<file path="src/rtl/pwm_peripheral.sv">
// pwm_peripheral: output stage behind the SPI register bank.
//   Generates one shared 8-bit PWM waveform from pwm_duty_cycle. Each of the
//   16 pins is driven low, constant high or with that waveform, as selected
//   by its output-enable and PWM-select bits.
//   out[7:0] maps to uo_out[7:0] and out[15:8] maps to uio_out[7:0].
//
// Parameters
//   PRESCALE  clk cycles per PWM count (>=1). Period = 256*PRESCALE clk.
//
// Ports
//   clk              in   system clock
//   rst              in   async active-high reset
//   en_reg_out_7_0   in   output enable, out[7:0]
//   en_reg_out_15_8  in   output enable, out[15:8]
//   en_reg_pwm_7_0   in   PWM select, out[7:0]
//   en_reg_pwm_15_8  in   PWM select, out[15:8]
//   pwm_duty_cycle   in   duty, 0x00 = 0 %, 0xFF = 100 %
//   out              out  registered pin drive
//   period_start     out  1-clk pulse in the cycle the PWM counter becomes 0
//
// Build option
//   PWM_SYNC_UPDATE_EN: when defined, the duty is shadowed and reloaded only
//   at the 255->0 wrap, so every period uses a single duty value. When
//   undefined, the duty feeds the compare directly (fastest, runt pulses
//   possible).

// One output pin: registered select between 0, 1 and the shared PWM level.
module pwm_pin (
  input  logic clk,
  input  logic rst,
  input  logic en_out_i,
  input  logic en_pwm_i,
  input  logic pwm_lvl_i,
  output logic out_o
);
  logic out_q, out_d;

  // Output enable wins over the PWM select.
  assign out_d = en_out_i & (~en_pwm_i | pwm_lvl_i);

  always_ff @(posedge clk or posedge rst) begin
    if (rst) out_q <= 1'b0;
    else     out_q <= out_d;
  end

  assign out_o = out_q;
endmodule

module pwm_peripheral #(
  parameter int PRESCALE = 13
) (
  input  logic        clk,
  input  logic        rst,
  input  logic [7:0]  en_reg_out_7_0,
  input  logic [7:0]  en_reg_out_15_8,
  input  logic [7:0]  en_reg_pwm_7_0,
  input  logic [7:0]  en_reg_pwm_15_8,
  input  logic [7:0]  pwm_duty_cycle,
  output logic [15:0] out,
  output logic        period_start
);
  localparam int NUM_PINS = 16;
  // Keep at least one bit so PRESCALE=1 still elaborates cleanly.
  localparam int PW = (PRESCALE > 1) ? $clog2(PRESCALE) : 1;

  logic [PW-1:0]         pre_cnt_q, pre_cnt_d;
  logic [7:0]            pwm_cnt_q, pwm_cnt_d;
  logic                  period_start_q;
  logic                  tick, wrap, pwm_lvl;
  logic [7:0]            duty_act;
  logic [NUM_PINS-1:0]   en_out, en_pwm;

  assign en_out = {en_reg_out_15_8, en_reg_out_7_0};
  assign en_pwm = {en_reg_pwm_15_8, en_reg_pwm_7_0};

  // Prescaler: with PRESCALE=1 the compare is always true, so tick is
  // asserted every cycle and pre_cnt stays at 0.
  assign tick      = (pre_cnt_q == PW'(PRESCALE - 1));
  assign pre_cnt_d = tick ? '0 : pre_cnt_q + 1'b1;

  assign wrap      = tick & (pwm_cnt_q == 8'hFF);
  assign pwm_cnt_d = tick ? pwm_cnt_q + 8'd1 : pwm_cnt_q;

  always_ff @(posedge clk or posedge rst) begin
    if (rst) begin
      pre_cnt_q      <= '0;
      pwm_cnt_q      <= '0;
      period_start_q <= 1'b0;
    end else begin
      pre_cnt_q      <= pre_cnt_d;
      pwm_cnt_q      <= pwm_cnt_d;
      period_start_q <= wrap;
    end
  end

`ifdef PWM_SYNC_UPDATE_EN
  // Shadow duty: a write coincident with the wrap already applies to the
  // new period, because it is sampled on that same edge.
  logic [7:0] duty_act_q, duty_act_d;

  assign duty_act_d = wrap ? pwm_duty_cycle : duty_act_q;

  always_ff @(posedge clk or posedge rst) begin
    if (rst) duty_act_q <= 8'h00;
    else     duty_act_q <= duty_act_d;
  end

  assign duty_act = duty_act_q;
`else
  assign duty_act = pwm_duty_cycle;
`endif

  // 0xFF is forced high so that full duty has no low count at pwm_cnt=255.
  assign pwm_lvl = (duty_act == 8'hFF) | (pwm_cnt_q < duty_act);

  genvar gi;
  generate
    for (gi = 0; gi < NUM_PINS; gi++) begin : g_pin
      pwm_pin u_pin (
        .clk       (clk),
        .rst       (rst),
        .en_out_i  (en_out[gi]),
        .en_pwm_i  (en_pwm[gi]),
        .pwm_lvl_i (pwm_lvl),
        .out_o     (out[gi])
      );
    end
  endgenerate

  assign period_start = period_start_q;
endmodule

</file>
<file path="config.mk">
export PLATFORM = sky130hd
export DESIGN_NAME = pwm_peripheral
export DESIGN_NICKNAME = d
export VERILOG_FILES = /design/src/rtl/pwm_peripheral.sv
export SDC_FILE = /design/constraint.sdc
export NUM_CORES = 1
export LEC_CHECK = 0
export CORE_MARGIN = 5
export CORE_UTILIZATION = 45
export DETAILED_ROUTE_END_ITERATION = 10
export HOLD_SLACK_MARGIN = 0.15
export PLACE_DENSITY = 0.84
export SLEW_MARGIN = 20
export SYNTH_ARGS = -nofsm -noshare
export SYNTH_HDL_FRONTEND = slang
export SYNTH_HIERARCHICAL = 1
export SYNTH_SLANG_ARGS = --single-unit
</file>
<file path="constraint.sdc">
create_clock -name clk -period 4.19 [get_ports clk]
set_clock_uncertainty 0.2 [all_clocks]
set_input_delay 0.6285 -clock clk [delete_from_list [all_inputs] [get_ports clk]]
set_output_delay 0.6285 -clock clk [all_outputs]
set_load 0.02 [all_outputs]
</file>
Word level (Yosys, flattened, before mapping)
Cells that the tools add are included. Widths: inputs -> output; s select.

Add/subtract/negate cells: 2. $lt $le $gt $ge: 1. Equal/unequal tests: 3. Multiplexer cells: 1. Bitwise logic cells: 50.

Operator list (number): $and 1x1->1 (17); $or 1x1->1 (17); $eq 8x8->1 const B (2); $not 1->1 (16); $add 8x1->8 const B (1); $lt 8x8->1 (1); $add 4x1->4 const B (1); $eq 4x4->1 const B (1); $mux 4 (1).

Flip-flop bits (word level): 29. Input bits: 42. Output and inout port bits: 17.

Depth between registers and ports, before layout
Gate-level depths: netlist (run 1).

Depth in word-level cells: 4. Mapped depth: 7. Mapped depth without buffers: 7.

Modules after synthesis
Netlist (run 1), hierarchy kept.

Modules (own cells, without submodules): pwm_peripheral (instances 1, cells an instance 75, area each 772.0 µm², seq. area each 325.3 µm²); pwm_pin (instances 16, cells an instance 4, area each 40.0 µm², seq. area each 25.0 µm²).

Worst setup path before layout (run 1)
Ideal clock, no wire load.

Path kind: input to register. From: input pwm_duty_cycle[5]. To: register g_pin[0].u_pin.out_q. Setup time: 0.079 ns. Arrival time: 2.701 ns. Data required time: 3.911 ns. Setup slack: 1.210 ns. Stages on the path: 7. Buffers on the path: 0. Path through: inv_1 ha_1 a21oi_1 nor2b_1 o41ai_1 inv_1 a21boi_1.

Longest elaborated chain between the ends: 4. Elaborated cells on any way between the ends: 5. Classes of those cells: 1 x order compare; 1 x eq/ne; 3 x bitwise.

Ends and longest elaborated chain: start: declaration (RTL line 58) `input logic [7:0] pwm_duty_cycle,`; $lt 8x8->1 or $eq 8x8->1 (tied branches) (RTL line 114) `assign pwm_lvl = (duty_act == 8'hFF) | (pwm_cnt_q < duty_act);`; $or 1x1->1 (*) (RTL line 114); named net pwm_lvl (RTL line 69) `logic tick, wrap, pwm_lvl;`; $or 1x1->1 (*) (RTL line 39) `assign out_d = en_out_i & (~en_pwm_i | pwm_lvl_i);`; $and 1x1->1 (*) (RTL line 39); named net g_pin[0].u_pin.out_d (RTL line 36) `logic out_q, out_d;`; end signal: assignment (RTL line 43) `else out_q <= out_d;`; end: declaration (RTL line 36).

The timed path passes the listed nets; every way through them passes the cells marked *. A chain may end at the register's enable or synchronous reset.

Final worst setup path (run 1)
From: input pwm_duty_cycle[5]. To: register g_pin[6].u_pin.out_q.

Longest elaborated chain between the ends: 4. Elaborated cells on any way between the ends: 5. Classes of those cells: 1 x order compare; 1 x eq/ne; 3 x bitwise.

Ends and longest elaborated chain (RTL line): $lt 8x8->1 or $eq 8x8->1 (tied branches) (114); $or 1x1->1 (*) (114); named net pwm_lvl (69); $or 1x1->1 (*) (39); $and 1x1->1 (*) (39); named net g_pin[6].u_pin.out_d (36); end signal: assignment (43); end: declaration (36).

Marks and branches as above.

==> results.ini, run 1 <==
[finish]
seq_area_um2 = 726
syn_to_final_growth_pct = 49.2
antenna_cells = 0
fin_nets = 256
multi_input_area_um2 = 514
fillers = 233
drive_above_1_share = 0.0588

[synth]
synth_area_leader_cell = dfrtp_1
syn_avg_cell_area_um2 = 10.2
synth_warnings = 6
yosys_most_used_dff = dfrtp_1
yosys.area.top_type_share = 0.514
synth.area.top_cells = dfrtp_1 (51%), inv_1 (12%), ha_1 (8.9%), a21boi_1 (8.5%), xnor2_1 (3.1%)
synthArstFlopShare = 1.00
synthCells = 139
seq_area_frac_synth = 0.514
synth-edff-count = 0
synth_area_um2 = 1410
synthDistinctLibCells = 22
syn_nets = 191
ys_ff_latch = 29

[pwr]
irDropWorstVdd_v = 0.000188
p_per_area_nw_per_um2 = 262
p_leak_nw = 1.12

[worst_setup_path]
timing.reg2reg.setup_slack_ns = 2.18
crit_path_start_kind = input pin
r2r-start = pwm_cnt_q[2]
critPathKind = input pin to register
cp.required_ns = 4.24
r2r_end = g_pin[6].u_pin/out_o
endpoint_kind = register
worstPathArrival_ns = 2.41
worstPathMaxFanout = 16
worst_r2r_path_depth = 7

[timing]
layout_setup_ws_ns = 1.83
finalSetupViolCount = 0
slew_viol_final = 0
slew_headroom = 0.606
fin_crit_ns = 2.36
fin_crit_sh = 0.563
finalHoldViolations = 0
clock.fmax_mhz = 424
max_slew.worst_pin.slew_ns = 0.590
tns_ns = 0
rsz0062_at_grt = no

[floorplanning]
die_area_um2 = 4360
fp.dieW_um = 66.0
placementRows = 20
die_y_um = 66.0
start_util = 0.467
io_pins = 59
core_um2 = 3030

[grt]
antenna_found_initial = 0
track_usage = 0.161
grt_pass1_vias = 1215
grt_max_degree = 18
grt-ovfl-total = 0
grt_pass1_wl_um = 5140

[clock_tree]
cts-buffers-inserted = 5
worstSkewPairLatency_ns = 0.32
postCtsSetupRepairBufs = 0
cts_resized = 0
tritoncts = done
clockBufferDepth = 2
numClockSinks = 29
htreeDepth = 2
clk_pin_slew_ns = 0.09
cts_hold_buf = 0
clockRootBuffer = clkbuf_4

[min_path]
holdPathEnd = pre_cnt_q[3]
whs_path_depth = 1
min_path_type = register to register
hp-start = pre_cnt_q[3]

[place]
place_congestion = 0.837
place_ws_ns = 1.48
io_buffers = 58
dp_hpwl_um = 2510

[routing]
route.detailed.drc = 0
ant_nets = 0
routed_via_density = 4.59
drt-initial-drc-count = 33
num_vias = 1138
wire_per_inst_um = 12.5
wl_um = 3090
drtPass1Iterations = 4

[run_status]
status = finished clean

[run]
cap_violations = 0

-- per-layer routing --
layer / track usage / wire (um) / vias to the layer above
li1: - / - / 560
met1: 0.160 / 1170 / 523
met2: 0.262 / 1460 / 49
met3: 0.100 / 409 / 6
met4: 0.0761 / 51 / 0
met5: 0 / 0 / -
-- stage by stage --
step	utilization	std cells	cell area [um^2]	hold slack, ns	total power, mW
finish	0.696	248	2110	0.284	0.552
global route	0.696	248	2110	0.316	0.576
CTS	0.696	248	2110	0.277	0.559
detailed placement	0.678	241	2050	0.266	0.385
global placement	0.678	241	2050	0.246	0.383
floorplan	-	139	1410	0.157	0.323
-- registers in the layout, summed over array words and instances, names as in the netlist --
signal	cells
pwm_cnt_q	8
g_pin.u_pin/out_o	16
pre_cnt_q	4
period_start	1
-- worst max-delay path, stage by stage --
cell             delay, ns
clkdlybuf4s50_1       0.48
inv_1                 0.05
ha_1                  0.30
a21oi_1               0.14
nor2b_1               0.06
o41ai_2               0.26
buf_4                 0.25
inv_1                 0.06
a21boi_1              0.16
-- where the power goes --
group,internal [mW],switching (mW),total (mW)
Combinational,0.0557,0.0335,0.0892
Sequential,0.288,0.00218,0.290
Clock,0.0791,0.0939,0.173
-- cell usage after synthesis (all sizes together) (2+ instances only) --
library cell and n:
xor2 3, and3 2, a21boi 16, o21ai 3, xnor2 5, nand4 5
nand2 3, dfrtp 29, o41ai 2, inv 45, nor2 5, nand3 3
a21oi 2, ha 10
-- logic make-up after synthesis --
kind of cell / after synthesis / synth area share
multiplexers: 1 / 0.00797
buffers and inverters: 46 / 0.128
XOR/XNOR: 8 / 0.0496
flip-flops: 29 / 0.514
adder cells (fa/ha/maj): 10 / 0.0886
AO/OA/AOI/OAI: 25 / 0.128
AND/OR/NAND/NOR: 20 / 0.0850
-- cell type report --
cell class,instances,share of cell area
Clock buffer,7,0.0261
Multi-Input combinational cell,64,0.244
Sequential cell,29,0.344
Timing Repair Buffer,59,0.279
Inverter,45,0.0802
Tap cell,44,0.0261
-- placed cells by master (no fill, tap or decap) --
cell type	n
xor2_1	3
o41ai_2	1
and3_1	2
o22a_1	1
ha_1	10
clkdlybuf4s50_1	58
clkbuf_1	1
buf_4	1
clkbuf_8	1
nor2_2	2
mux2_2	1
nor2b_1	1
nand2_1	3
nand3_1	3
clkbuf_4	5
xnor2_1	5
a21oi_1	2
nor3_1	1
o41ai_1	1
o21ai_0	3
nor2_1	3
nand4_1	4
inv_1	45
dfrtp_1	29
a21boi_1	16
nand4_4	1
a221oi_1	1
-- how the worst max path moves through the flow --
stage	slack, ns	cells past startpoint	start	to
CTS	1.83	9	pwm_duty_cycle[5]	g_pin[8].u_pin/out_o
detailed placement	1.48	9	pwm_duty_cycle[5]	g_pin[8].u_pin/out_o
global route	1.71	9	pwm_duty_cycle[5]	g_pin[6].u_pin/out_o
floorplan	1.21	7	pwm_duty_cycle[5]	g_pin[0].u_pin/out_o
finish	1.83	9	pwm_duty_cycle[5]	g_pin[6].u_pin/out_o
global placement	1.57	9	pwm_duty_cycle[5]	g_pin[0].u_pin/out_o
No activity file was read; power rests on OpenSTA's default activity.
==> inputs of run 2 (changes only) <==
--- a/config.mk
+++ b/config.mk
@@ -6,10 +6,10 @@
 export NUM_CORES = 1
 export LEC_CHECK = 0
 export CORE_MARGIN = 5
-export CORE_UTILIZATION = 45
+export CORE_UTILIZATION = 38
 export DETAILED_ROUTE_END_ITERATION = 10
 export HOLD_SLACK_MARGIN = 0.15
-export PLACE_DENSITY = 0.84
+export PLACE_DENSITY = 0.75
 export SLEW_MARGIN = 20
 export SYNTH_ARGS = -nofsm -noshare
 export SYNTH_HDL_FRONTEND = slang
==> constraint.sdc (replaced) <==
create_clock -name clk -period 1.95 [get_ports clk]
set_clock_uncertainty 0.2 [all_clocks]
set_input_delay 0.2925 -clock clk [delete_from_list [all_inputs] [get_ports clk]]
set_output_delay 0.2925 -clock clk [all_outputs]
set_load 0.02 [all_outputs]
==> run 2 against run 1 <==
- first-iteration DRC count is 24% higher
- global-route usage is 2.0 points lower
- largest cell class unchanged
- register-to-register slack worse by 2.1 ns
- clock power grew to 2.8 times the previous value
- highest routed layer unchanged
- non-clock buffer count is 7 higher
- sequential share of layout area is 3.0 points lower
- critical path type unchanged
==> results.ini, run 2 (synthesized netlist as in run 1, its figures left out) <==
[run_status]
status = finished clean

[routing]
ant_nets = 0
drt-initial-drc-count = 41
num_vias = 1173
routed_via_density = 4.53
wl_um = 3330
drtPass1Iterations = 4
route.detailed.drc = 0
wire_per_inst_um = 12.8

[worst_setup_path]
cp_num_buf_inv = 4
r2r_end = g_pin[7].u_pin/out_o
critPathKind = input pin to register
r2r-start = pwm_cnt_q[5]
timing.reg2reg.setup_slack_ns = 0.06
crit_path_start_kind = input pin
cpMaxStageDelayCell = clkdlybuf4s50_1
path_common_cell = inv_1
cp.required_ns = 1.94
endpoint_kind = register
worstPathArrival_ns = 1.88
worst_r2r_path_depth = 7
crit_family = buffers and inverters
crit_chain = clkdlybuf4s50_1, inv_1, ha_1, o41ai_4, buf_6, inv_1, a21boi_1
cpPeakStageDelay_ns = 0.50
worstPathMaxFanout = 8

[pwr]
pwr-share-comb = 0.155
clkPwrFrac = 0.369
p_int_mw = 1.02
share_seq_of_total_power = 0.476
irDropWorstVdd_v = 0.000400
power.switching_mw = 0.289
p_leak_nw = 1.20
total_power_mw = 1.31
p_per_area_nw_per_um2 = 568
switching_share = 0.221

[clock_tree]
tritoncts = done
clk_pin_slew_ns = 0.06
cts-buffers-inserted = 5
htreeDepth = 2
clockRootBuffer = clkbuf_8
cts_hold_buf = 0
clockBufferDepth = 2
numClockSinks = 29
worstSkewPairLatency_ns = 0.27

[grt]
grt_pass1_vias = 1340
grt-ovfl-total = 0
track_usage = 0.141
antenna_found_initial = 0
grt_max_degree = 17
grt_pass1_wl_um = 5600

[floorplanning]
fp.dieW_um = 71.0
start_util = 0.389
core_um2 = 3630
die_area_um2 = 5040
die_y_um = 71.0
io_pins = 59
placementRows = 22

[finish]
syn_to_final_growth_pct = 63.5
final_area_um2 = 2310
drive_above_1_share = 0.171
mostFrequentLayoutCells = clkdlybuf4s50_1 (52), inv_1 (42), dfrtp_1 (28)
antenna_cells = 0
fin_nets = 263
layout_commonest_cell = clkdlybuf4s50_1
largest_register_ffs = 16

[place]
place_ws_ns = -0.414
place_congestion = 0.779
placed_cell_area_um2 = 2130
dp_hpwl_um = 2670
io_buffers = 58

[timing]
slew_viol_final = 0
clock.fmax_mhz = 530
slew_headroom = 0.685
layout_setup_ws_ns = 0.0616
fin_hold_ws_ns = 0.198
fin_crit_ns = 1.89
fin_crit_sh = 0.968
max_slew.worst_pin.slew_ns = 0.472
finalHoldViolations = 0
finalSetupViolCount = 0

[min_path]
min_path_type = input pin to async pin

[run]
cap_violations = 0

## run 2: cell types whose count changed in the layout (fill, tap and decap cells not counted), moves of 3 or more
cell	delta
ha_1	-5
buf_4	+5
clkdlybuf4s50_1	-6
dlygate4sd2_1	+4
ha_4	+3
inv_1	-3
inv_2	+3
clkbuf_8	+5
clkbuf_4	-5
## run 2: cell type report
class                      instances  area [um^2]
fill                             295         1320
inverter                          45          169
sequential                        29          727
tap                               48         60.1
multi-input combinational         64          619
clock buffer                       7         86.3
timing repair buffer              66          648
## run 2: how the worst max path moves through the flow
stage / start / end / slack, ns / depth (start not counted)
6_report: pwm_duty_cycle[7] / g_pin[7].u_pin/out_o / 0.06 / 7
5_1_grt: pwm_cnt_q[5] / g_pin[1].u_pin/out_o / -0.06 / 7
4_1_cts: pwm_duty_cycle[1] / g_pin[3].u_pin/out_o / 0.003 / 9
3_5_place_dp: pwm_duty_cycle[5] / g_pin[14].u_pin/out_o / -0.41 / 9
3_3_place_gp: pwm_duty_cycle[5] / g_pin[12].u_pin/out_o / -0.35 / 9
2_1_floorplan: pwm_cnt_q[5] / g_pin[0].u_pin/out_o / 0.01 / 6
## run 2: power groups by stage
stage	sequential [mW]	clock [mW]	combinational (mW)
after detailed placement	0.635	0	0.198
after CTS	0.625	0.499	0.205
after floorplan	0.658	0	0.0401
after global placement	0.634	0	0.194
after global routing	0.626	0.525	0.220
final	0.624	0.484	0.203
## run 2: what timing repair did
item                       4_1_cts  5_1_grt
hold endpoints to repair         0        0
gates resized for setup         19        8
buffers inserted                 1        0
pin swaps                       11        8
gates cloned                     1        0
setup endpoints to repair       16       16
## run 2: worst reg2reg max path, cell delays in order, from the launching register on
cell and delay (ns):
dfrtp_1 0.42, ha_4 0.24, a21oi_4 0.16, nor2b_4 0.06, o41ai_4 0.36, buf_6 0.18
inv_1 0.04, a21boi_1 0.15
## run 2: through the flow
step	util	setup TNS, ns	cells
3_3_place_gp	0.585	-5.32	250
5_1_grt	0.636	-0.0901	259
2_1_floorplan	-	0	139
3_5_place_dp	0.585	-5.96	250
4_1_cts	0.628	0	259
6_report	0.636	0	259
## run 2: routing by layer
metal  vias to the layer above  global-route usage  wire length, um
met5                         -                   0                0
met3                         4              0.0824              372
met1                       539               0.148             1340
met4                         0              0.0355               24
li1                        575                   -                -
met2                        55               0.240             1590
==> inputs of run 3 (changes only) <==
--- a/config.mk
+++ b/config.mk
@@ -5,6 +5,7 @@
 export SDC_FILE = /design/constraint.sdc
 export NUM_CORES = 1
 export LEC_CHECK = 0
+export CAP_MARGIN = 0
 export CORE_MARGIN = 5
 export CORE_UTILIZATION = 38
 export DETAILED_ROUTE_END_ITERATION = 10
==> results of run 3 <==
Same layout as run 2: the final DEF is identical, and so are final timing and power.
